===== config.mk =====
export PLATFORM = sky130hd
export DESIGN_NAME = vga_rx_monitor_flat
export DESIGN_NICKNAME = d
export VERILOG_FILES = /design/src/rtl/vga_rx_monitor_if.sv /design/src/rtl/vga_rx_monitor.sv /design/src/flat_wrapper.sv
export SDC_FILE = /design/constraint.sdc
export NUM_CORES = 1
export LEC_CHECK = 0
export CAP_MARGIN = 25
export CORE_MARGIN = 8
export CORE_UTILIZATION = 48
export DETAILED_ROUTE_END_ITERATION = 10
export HOLD_SLACK_MARGIN = 0.03
export PLACE_DENSITY = 0.8
export SETUP_SLACK_MARGIN = 0.15
export SKIP_LAST_GASP = 1
export SYNTH_ARGS = -nofsm -noshare
export SYNTH_HDL_FRONTEND = slang
export SYNTH_SLANG_ARGS = --single-unit

===== constraint.sdc =====
create_clock -name clk_25mhz -period 2.7 [get_ports clk_25mhz]
set_input_delay 0.54 -clock clk_25mhz [delete_from_list [all_inputs] [get_ports clk_25mhz]]
set_output_delay 0.54 -clock clk_25mhz [all_outputs]
set_load 0.01 [all_outputs]

===== src/rtl/vga_rx_monitor_if.sv =====
// Video bus between the VGA pixel source and its receivers.
// The source owns every signal; monitors only observe.
interface vga_rx_monitor_if;
   logic       blank;
   logic       hsync;
   logic       vsync;
   logic [7:0] pixel_r;
   logic [7:0] pixel_g;
   logic [7:0] pixel_b;

   modport master (output blank, hsync, vsync, pixel_r, pixel_g, pixel_b);
   modport slave  (input  blank, hsync, vsync, pixel_r, pixel_g, pixel_b);
endinterface


===== src/rtl/vga_rx_monitor.sv =====
// VGA receive-side monitor: recovers pixel coordinates from blank/hsync/vsync,
// measures line and frame geometry and accumulates a per-frame pixel checksum.
module vga_rx_monitor #(
   parameter int H_TOTAL     = 800,
   parameter int H_ACTIVE    = 640,
   parameter int V_TOTAL     = 525,
   parameter int V_ACTIVE    = 480,
   parameter int LOCK_FRAMES = 2
) (
   input  logic                   clk_25mhz,
   input  logic                   rst,
   vga_rx_monitor_if.slave        vid,
   output logic                   pix_valid,
   output logic [9:0]             pix_x,
   output logic [9:0]             pix_y,
   output logic [23:0]            pix_rgb,
   output logic                   frame_done,
   output logic [10:0]            h_total_meas,
   output logic [10:0]            h_active_meas,
   output logic [10:0]            v_total_meas,
   output logic [10:0]            v_active_meas,
   output logic [23:0]            frame_sum,
   output logic                   err_h,
   output logic                   err_v,
   output logic                   locked
);
   localparam logic [10:0] CNT_MAX    = 11'h7FF;
   localparam logic [9:0]  POS_MAX    = 10'h3FF;
   localparam logic [10:0] H_TOTAL_C  = 11'(H_TOTAL);
   localparam logic [10:0] H_ACTIVE_C = 11'(H_ACTIVE);
   localparam logic [10:0] V_TOTAL_C  = 11'(V_TOTAL);
   localparam logic [10:0] V_ACTIVE_C = 11'(V_ACTIVE);
   localparam logic [3:0]  LOCK_C     = 4'(LOCK_FRAMES);

   typedef enum logic {SEARCH, TRACK} state_t;

   state_t      state;
   logic        blank_q, hsync_q, vsync_q, hsync_d, vsync_d;
   logic [23:0] rgb_q;
   logic [10:0] hcnt, xcnt, lcnt, acnt;
   logic [9:0]  ycnt;
   logic [23:0] sum;
   logic        line_err;
   logic [3:0]  goodcnt;

   logic        hs_fall, vs_fall, line_bad;
   logic [10:0] h_total_new, lcnt_new, acnt_new;
   logic [9:0]  ycnt_new;
   logic        line_err_new, err_v_new, frame_good;
   logic [23:0] sum_new;
   logic [3:0]  goodcnt_inc;

   function automatic logic [10:0] sat_inc11(input logic [10:0] v);
      return (v == CNT_MAX) ? v : v + 11'd1;
   endfunction

   function automatic logic [9:0] sat_inc10(input logic [9:0] v);
      return (v == POS_MAX) ? v : v + 10'd1;
   endfunction

   // Line close is resolved before frame close so a coincident hsync/vsync
   // fall counts the closing line in the frame being reported.
   always_comb begin
      // NOTE: every variable gets a default first so no path leaves it unassigned and no latch is inferred.
      hs_fall      = hsync_d & ~hsync_q;
      vs_fall      = vsync_d & ~vsync_q;
      h_total_new  = sat_inc11(hcnt);
      lcnt_new     = lcnt;
      acnt_new     = acnt;
      ycnt_new     = ycnt;
      line_err_new = line_err;
      // Vertical-blanking lines carry no active pixels and are exempt from the width check.
      line_bad     = (h_total_new != H_TOTAL_C) || ((xcnt != 11'd0) && (xcnt != H_ACTIVE_C));
      if (hs_fall) begin
         lcnt_new = sat_inc11(lcnt);
         if (xcnt != 11'd0) begin
            acnt_new = sat_inc11(acnt);
            ycnt_new = sat_inc10(ycnt);
         end
         if (state == TRACK && line_bad) line_err_new = 1'b1;
      end
      sum_new = sum;
      if (blank_q && state == TRACK) sum_new = sum + rgb_q;
      err_v_new   = (lcnt_new != V_TOTAL_C) || (acnt_new != V_ACTIVE_C);
      frame_good  = !line_err_new && !err_v_new;
      goodcnt_inc = (goodcnt >= LOCK_C) ? LOCK_C : goodcnt + 4'd1;
   end

   assign pix_valid = blank_q && (state == TRACK);
   assign pix_x     = xcnt[10] ? POS_MAX : xcnt[9:0];
   assign pix_y     = ycnt;
   assign pix_rgb   = rgb_q;

   always_ff @(posedge clk_25mhz) begin
      // NOTE: reset is synchronous and clears every register, including results, so an aborted frame leaves nothing behind.
      if (!rst) begin
         state         <= SEARCH;
         blank_q       <= 1'b0;
         hsync_q       <= 1'b0;
         vsync_q       <= 1'b0;
         hsync_d       <= 1'b0;
         vsync_d       <= 1'b0;
         rgb_q         <= '0;
         hcnt          <= '0;
         xcnt          <= '0;
         lcnt          <= '0;
         acnt          <= '0;
         ycnt          <= '0;
         sum           <= '0;
         line_err      <= 1'b0;
         goodcnt       <= '0;
         frame_done    <= 1'b0;
         h_total_meas  <= '0;
         h_active_meas <= '0;
         v_total_meas  <= '0;
         v_active_meas <= '0;
         frame_sum     <= '0;
         err_h         <= 1'b0;
         err_v         <= 1'b0;
         locked        <= 1'b0;
      end else begin
         // NOTE: non-blocking assignments throughout, so every read below sees the pre-edge value.
         blank_q    <= vid.blank;
         hsync_q    <= vid.hsync;
         vsync_q    <= vid.vsync;
         rgb_q      <= {vid.pixel_r, vid.pixel_g, vid.pixel_b};
         hsync_d    <= hsync_q;
         vsync_d    <= vsync_q;
         frame_done <= 1'b0;

         if (hs_fall) begin
            h_total_meas  <= h_total_new;
            h_active_meas <= xcnt;
            hcnt          <= '0;
            xcnt          <= '0;
         end else begin
            hcnt <= sat_inc11(hcnt);
            if (blank_q) xcnt <= sat_inc11(xcnt);
         end

         lcnt     <= lcnt_new;
         acnt     <= acnt_new;
         ycnt     <= ycnt_new;
         line_err <= line_err_new;
         sum      <= sum_new;

         if (vs_fall) begin
            lcnt     <= '0;
            acnt     <= '0;
            ycnt     <= '0;
            sum      <= '0;
            line_err <= 1'b0;
            if (state == SEARCH) begin
               state <= TRACK;
            end else begin
               v_total_meas  <= lcnt_new;
               v_active_meas <= acnt_new;
               frame_sum     <= sum_new;
               err_h         <= line_err_new;
               err_v         <= err_v_new;
               frame_done    <= 1'b1;
               if (frame_good) begin
                  goodcnt <= goodcnt_inc;
                  locked  <= (goodcnt_inc == LOCK_C);
               end else begin
                  goodcnt <= '0;
                  locked  <= 1'b0;
               end
            end
         end
      end
   end
endmodule

===== src/flat_wrapper.sv =====
// flat-port wrapper written by rule: the top's interface ports become plain ports
module vga_rx_monitor_flat 
#(
   parameter int H_TOTAL     = 800,
   parameter int H_ACTIVE    = 640,
   parameter int V_TOTAL     = 525,
   parameter int V_ACTIVE    = 480,
   parameter int LOCK_FRAMES = 2
)
  (clk_25mhz, rst, pix_valid, pix_x, pix_y, pix_rgb, frame_done, h_total_meas, h_active_meas, v_total_meas, v_active_meas, frame_sum, err_h, err_v, locked, vid_blank, vid_hsync, vid_vsync, vid_pixel_r, vid_pixel_g, vid_pixel_b);
  vga_rx_monitor_if vid_i ();
  input  logic clk_25mhz;
  input  logic rst;
  output logic pix_valid;
  output logic [9:0] pix_x;
  output logic [9:0] pix_y;
  output logic [23:0] pix_rgb;
  output logic frame_done;
  output logic [10:0] h_total_meas;
  output logic [10:0] h_active_meas;
  output logic [10:0] v_total_meas;
  output logic [10:0] v_active_meas;
  output logic [23:0] frame_sum;
  output logic err_h;
  output logic err_v;
  output logic locked;
  input wire logic [$bits(vid_i.blank)-1:0] vid_blank;
  input wire logic [$bits(vid_i.hsync)-1:0] vid_hsync;
  input wire logic [$bits(vid_i.vsync)-1:0] vid_vsync;
  input wire logic [$bits(vid_i.pixel_r)-1:0] vid_pixel_r;
  input wire logic [$bits(vid_i.pixel_g)-1:0] vid_pixel_g;
  input wire logic [$bits(vid_i.pixel_b)-1:0] vid_pixel_b;
  assign vid_i.blank = vid_blank;
  assign vid_i.hsync = vid_hsync;
  assign vid_i.vsync = vid_vsync;
  assign vid_i.pixel_r = vid_pixel_r;
  assign vid_i.pixel_g = vid_pixel_g;
  assign vid_i.pixel_b = vid_pixel_b;
  vga_rx_monitor #(.H_TOTAL(H_TOTAL), .H_ACTIVE(H_ACTIVE), .V_TOTAL(V_TOTAL), .V_ACTIVE(V_ACTIVE), .LOCK_FRAMES(LOCK_FRAMES)) u_core (.clk_25mhz(clk_25mhz), .rst(rst), .vid(vid_i), .pix_valid(pix_valid), .pix_x(pix_x), .pix_y(pix_y), .pix_rgb(pix_rgb), .frame_done(frame_done), .h_total_meas(h_total_meas), .h_active_meas(h_active_meas), .v_total_meas(v_total_meas), .v_active_meas(v_active_meas), .frame_sum(frame_sum), .err_h(err_h), .err_v(err_v), .locked(locked));
endmodule

### Yosys cells after proc, flatten, opt, wreduce, memory -nomap -nowiden

Index checks and enable logic that the tools add are counted.

* flip-flop bits (word level): 185
* logic and storage cells: 78

* bitwise gates (word level): 7
* equal/unequal tests: 10
* add/sub/neg operators: 7
* muxes and demuxes: 14
* magnitude comparators: 1
* reductions and logical operators: 15

Operators with widths (number)
* 2-to-1 mux 11 bit: 6
* adder 11 x 1 -> 11 bit, second input constant: 4
* equality test 11 bit, second input constant: 4
* inequality test 11 x 10 -> 1 bit, second input constant: 3
* adder 24 bit: 1
* 2-to-1 mux 24 bit: 1
* inequality test 11 x 9 -> 1 bit, second input constant: 1
* nonzero test 11 bit: 1
* adder 10 x 1 -> 10 bit, second input constant: 1
* equality test 10 bit, second input constant: 1
* 2-to-1 mux 10 bit: 1
* 2-to-1 mux 4 bit: 2
* AND reduction 2 bit: 3
* NOT 1 bit: 5
* adder 4 x 1 -> 4 bit, second input constant: 1
* equality test 4 x 2 -> 1 bit, second input constant: 1
* >= comparator 4 x 2 -> 1 bit, second input constant: 1
* logical AND 1 bit: 4
* 2-to-1 mux 1 bit: 4
* OR reduction 2 bit: 2
* AND reduction 3 bit: 1
* bitwise AND 1 bit: 2
* zero test 1 bit: 2
* logical OR 1 bit: 2

### Longest topological paths before layout

* depth in word-level cells: 10
* depth in mapped cells: 11
* depth with buffers taken out: 10

### Worst setup path after synthesis

OpenSTA, ideal clock, no wires.

* path type: reg2reg
* from: reg u_core.rgb_q[1], in the netlist u_core.pix_rgb[1]
* to: reg u_core.frame_sum[21]
* data required time: 2.630 ns
* stages on the path, launching flop included: 10
* path buffers: 0
* period minus slack after synthesis: 2.563 ns
* library setup time: 0.070 ns
* setup slack: 0.137 ns
* arrival time: 2.493 ns
* cell sequence: dfxtp_1 > ha_1 > a211oi_1 > o21ai_1 > a211oi_1 > nor2_1 > a311o_1 > a2111o_1 > and3_1 > a21oi_1

* longest elaborated chain between the ends: 2

Ends and longest elaborated chain
* start: declaration: line vga_rx_monitor.sv:39 `logic [23:0] rgb_q;`
* start signal: assignment: line vga_rx_monitor.sv:126 `rgb_q <= {vid.pixel_r, vid.pixel_g, vid.pixel_b};`
* adder 24 bit: line vga_rx_monitor.sv:83 `if (blank_q && state == TRACK) sum_new = sum + rgb_q;`
* 2-to-1 mux 24 bit: line vga_rx_monitor.sv:83
* end signal: assignment: line vga_rx_monitor.sv:158 `frame_sum <= sum_new;`
* end: declaration: line vga_rx_monitor.sv:22 `output logic [23:0] frame_sum,`

Every way passes these cells.
A chain may end at the register's enable or synchronous reset.

### Worst setup path in the final report

* from: reg u_core.xcnt[1]
* to: reg u_core.goodcnt[0]

* longest elaborated chain between the ends: 9
* elaborated cells on any way between the ends: 15
* classes of those cells: eq/ne: 2; mux: 5; reduce/logical: 8

Ends and longest elaborated chain
* start: declaration: line vga_rx_monitor.sv:40 `logic [10:0] hcnt, xcnt, lcnt, acnt;`
* start signal: assignment: line vga_rx_monitor.sv:138 `if (blank_q) xcnt <= sat_inc11(xcnt);`
* branches (longest 7 deep; another with nonzero test 11 bit)
* logical AND 1 bit (*): line vga_rx_monitor.sv:85 `frame_good = !line_err_new && !err_v_new;`
* 2-to-1 mux 4 bit (*): line vga_rx_monitor.sv:162 `if (frame_good) begin`
* end signal: assignment: line vga_rx_monitor.sv:163 `goodcnt <= goodcnt_inc;`
* end: declaration: line vga_rx_monitor.sv:44 `logic [3:0] goodcnt;`

Every way passes the cells marked *.

==> flow_metrics.tcl <==
set metrics [dict create \
    drt_iter0_markers 490 \
    finalCritPeriodShare 0.969 \
    dp_slack_ns 0.00257 \
    place_hpwl_um 16200 \
    maxSlewViolCount 0 \
    cts_max_level 4 \
    grt_pass1_wl_um 36900 \
    die-area_mm2 0.0225 \
    ys_seq_area_frac 0.430 \
    hold_ws_ns 0.453 \
    final_cell_area_mm2 0.0113 \
    firstDrtPassIters 5 \
    yosys_warnings 0 \
    leakage_nw 4.19 \
    synth_top_area_frac 0.430 \
    grt_max_degree 38 \
    nets 1222 \
    p_clk_frac 0.465 \
    clock_latency_ns 0.44 \
    io_pins 146 \
    cts_root_buffer "clkbuf_16" \
    clock_skew_ns 0.00836 \
    max-slew-margin-rel 0.472 \
    gp_congestion 0.931 \
    dpl_cell_area_mm2 0.0104 \
    cp-end-kind "flop" \
    worst_slew_pin_slew_ns 0.790 \
    power.density_mw_per_mm2 528 \
    drt_wl_total_um 23400 \
    ys_types 73 \
    layout_common_cells "dfxtp_1, nor2_1, clkdlybuf4s50_1" \
    numClockSinks 185 \
    synth_ff_type "dfxtp_1" \
    path_clk_slew_ns 0.07 \
    syn_inst 1007 \
    period_minus_slack_ns 2.62 \
    path_class "reg2reg" \
    p_seq_frac 0.470 \
    dieWidth_um 150 \
    ys_ff_latch 185 \
    drc 0 \
    die_h_um 150 \
    drv_cap 0 \
    rows 49 \
    synth.largest_area_cell "dfxtp_1" \
    numPortBuffers 145 \
    synth_fp_nets 1068 \
    intPower_mw 4.55 \
    vias 7886 \
    swShare 0.238 \
    synth_edf_count 0 \
    critPathArrivalTime_ns 2.97 \
    postRouteAntennaNets 0 \
    cts_hold_buf 0 \
    syn2layout_area_growth_pct 31.3 \
    fin_tns_setup_ns 0 \
    comb_power_share 0.066 \
    start_util 0.484 \
    switching_power_mw 1.42 \
    status "finished, final reports clean" \
    wl_per_cell_um 16.7 \
    grt_pass1_vias 7471 \
    core_area_mm2 0.0178 \
    max-clock-path-buffers 2 \
    grt_use_total 0.204 \
    ir_worst_vdd_v 0.000455 \
    final-setup-viol-count 0 \
    start_kind "flop" \
    drive_gt1_frac 0.129 \
    cts_buffers 17 \
    p_total_mw 5.97 \
    synthArstFlopShare 0 \
    syn_avg_cell_area_um2 8.55 \
    overflow 0 \
    fmax_mhz 382 \
    fin_ws_ns 0.0849 \
    final_common_cell "dfxtp_1" \
    avgViaCountPerCell 5.62 \
    antenna_found_initial 0 \
    num-fill-cells 1489 \
    cp.required_ns 3.06 \
    rsz0062_at_grt "yes" \
    worstPathMaxFanout 5 \
    cts_tree "built" \
    diodes 0 \
    hold_violations 0 \
    min_path_type "reg2reg" \
    synthTopCellsByArea "dfxtp_1, nor2_1, a21oi_1" \
    syn_area_mm2 0.00861 \
]
state kept, by name (all words and copies together) (netlist names), 4 cells and up:
name / cells
u_core.v_total_meas: 11
u_core.pix_rgb: 24
u_core.xcnt: 11
u_core.hcnt: 11
u_core.h_total_meas: 11
u_core.frame_sum: 24
u_core.pix_y: 10
u_core.sum: 24
u_core.h_active_meas: 11
u_core.acnt: 11
u_core.v_active_meas: 11
u_core.goodcnt: 4
u_core.lcnt: 11
per-stage QoR:
stage          utilization  cells
2_1_floorplan            -   1007
3_3_place_gp         0.585   1364
3_5_place_dp         0.585   1364
4_1_cts              0.626   1399
5_1_grt              0.636   1403
6_report             0.636   1403
synth_stat cells, drive strengths merged, types with 14 or more instances:
cell type	number
dfxtp	185
a211oi	39
nor3	29
xor2	21
xnor2	26
ha	31
nor2	152
a21oi	81
clkbuf	38
mux2i	21
and2	39
inv	25
nand3	35
nand2	81
nand4	15
buf	15
a31oi	16
o21ai	39
or2	14
final cells by class:
cell class / instances / area [um2] / share of cell area
clock inverters: 15 / 229 / 0.0203
flip-flops and latches: 185 / 3710 / 0.328
multi-input cells: 742 / 4770 / 0.422
repair buffers: 188 / 1780 / 0.158
clock buffers: 17 / 425 / 0.0376
well taps: 229 / 287 / 0.0253
inverters: 27 / 101 / 0.00897
critical path, cell delays in order, from the launching register on:
cell and delay (ns):
dfxtp_2 0.33, inv_2 0.06, ha_4 0.11, nor4b_4 0.29, a31oi_4 0.19, nand2_2 0.12
mux2i_2 0.09, or4_4 0.55, nor4b_4 0.34, nand4_4 0.19, o31ai_4 0.26
layer usage:
metal | global-route usage | vias to the layer above | wire, um
li1 | - | 3831 | -
met1 | 0.234 | 3781 | 9980
met2 | 0.344 | 230 | 11300
met3 | 0.0590 | 44 | 1470
met4 | 0.0925 | 0 | 670
met5 | 0 | - | 0
cells by family (layout without fill, tap and decap cells):
kind of cell / Yosys count / in the layout / share of synthesized area
AND/OR/NAND/NOR: 415 / 415 / 0.242
AO/OA/AOI/OAI: 224 / 224 / 0.165
flip-flops: 185 / 185 / 0.430
buffers and inverters: 80 / 247 / 0.0391
XOR/XNOR: 47 / 47 / 0.0478
adder cells (fa/ha/maj): 32 / 32 / 0.0474
multiplexers: 24 / 24 / 0.0283
timing repair:
| item | in CTS | in global routing |
|---|---|---|
| buffers inserted | 3 | 4 |
| pin swaps | 10 | 14 |
| setup endpoints to repair | 17 | 25 |
| resized for setup | 15 | 32 |
power groups by stage:
stage | clock, mW | sequential [mW] | combinational (mW)
floorplan | 0 | 2.87 | 0.192
global placement | 0 | 2.86 | 0.373
detailed placement | 0 | 2.86 | 0.379
CTS | 2.82 | 2.80 | 0.385
global route | 2.93 | 2.81 | 0.429
finish | 2.77 | 2.80 | 0.394
final timing paths:
check,start,end,slack [ns],depth (start not counted)
hold / removal,u_core.h_active_meas[4],u_core.h_active_meas[4],0.45,2
hold reg to reg,u_core.h_active_meas[4],u_core.h_active_meas[4],0.45,2
setup / recovery,u_core.xcnt[1],u_core.goodcnt[0],0.08,10
setup reg to reg,u_core.xcnt[1],u_core.goodcnt[0],0.08,10
No activity file was read; power rests on OpenSTA's default activity.
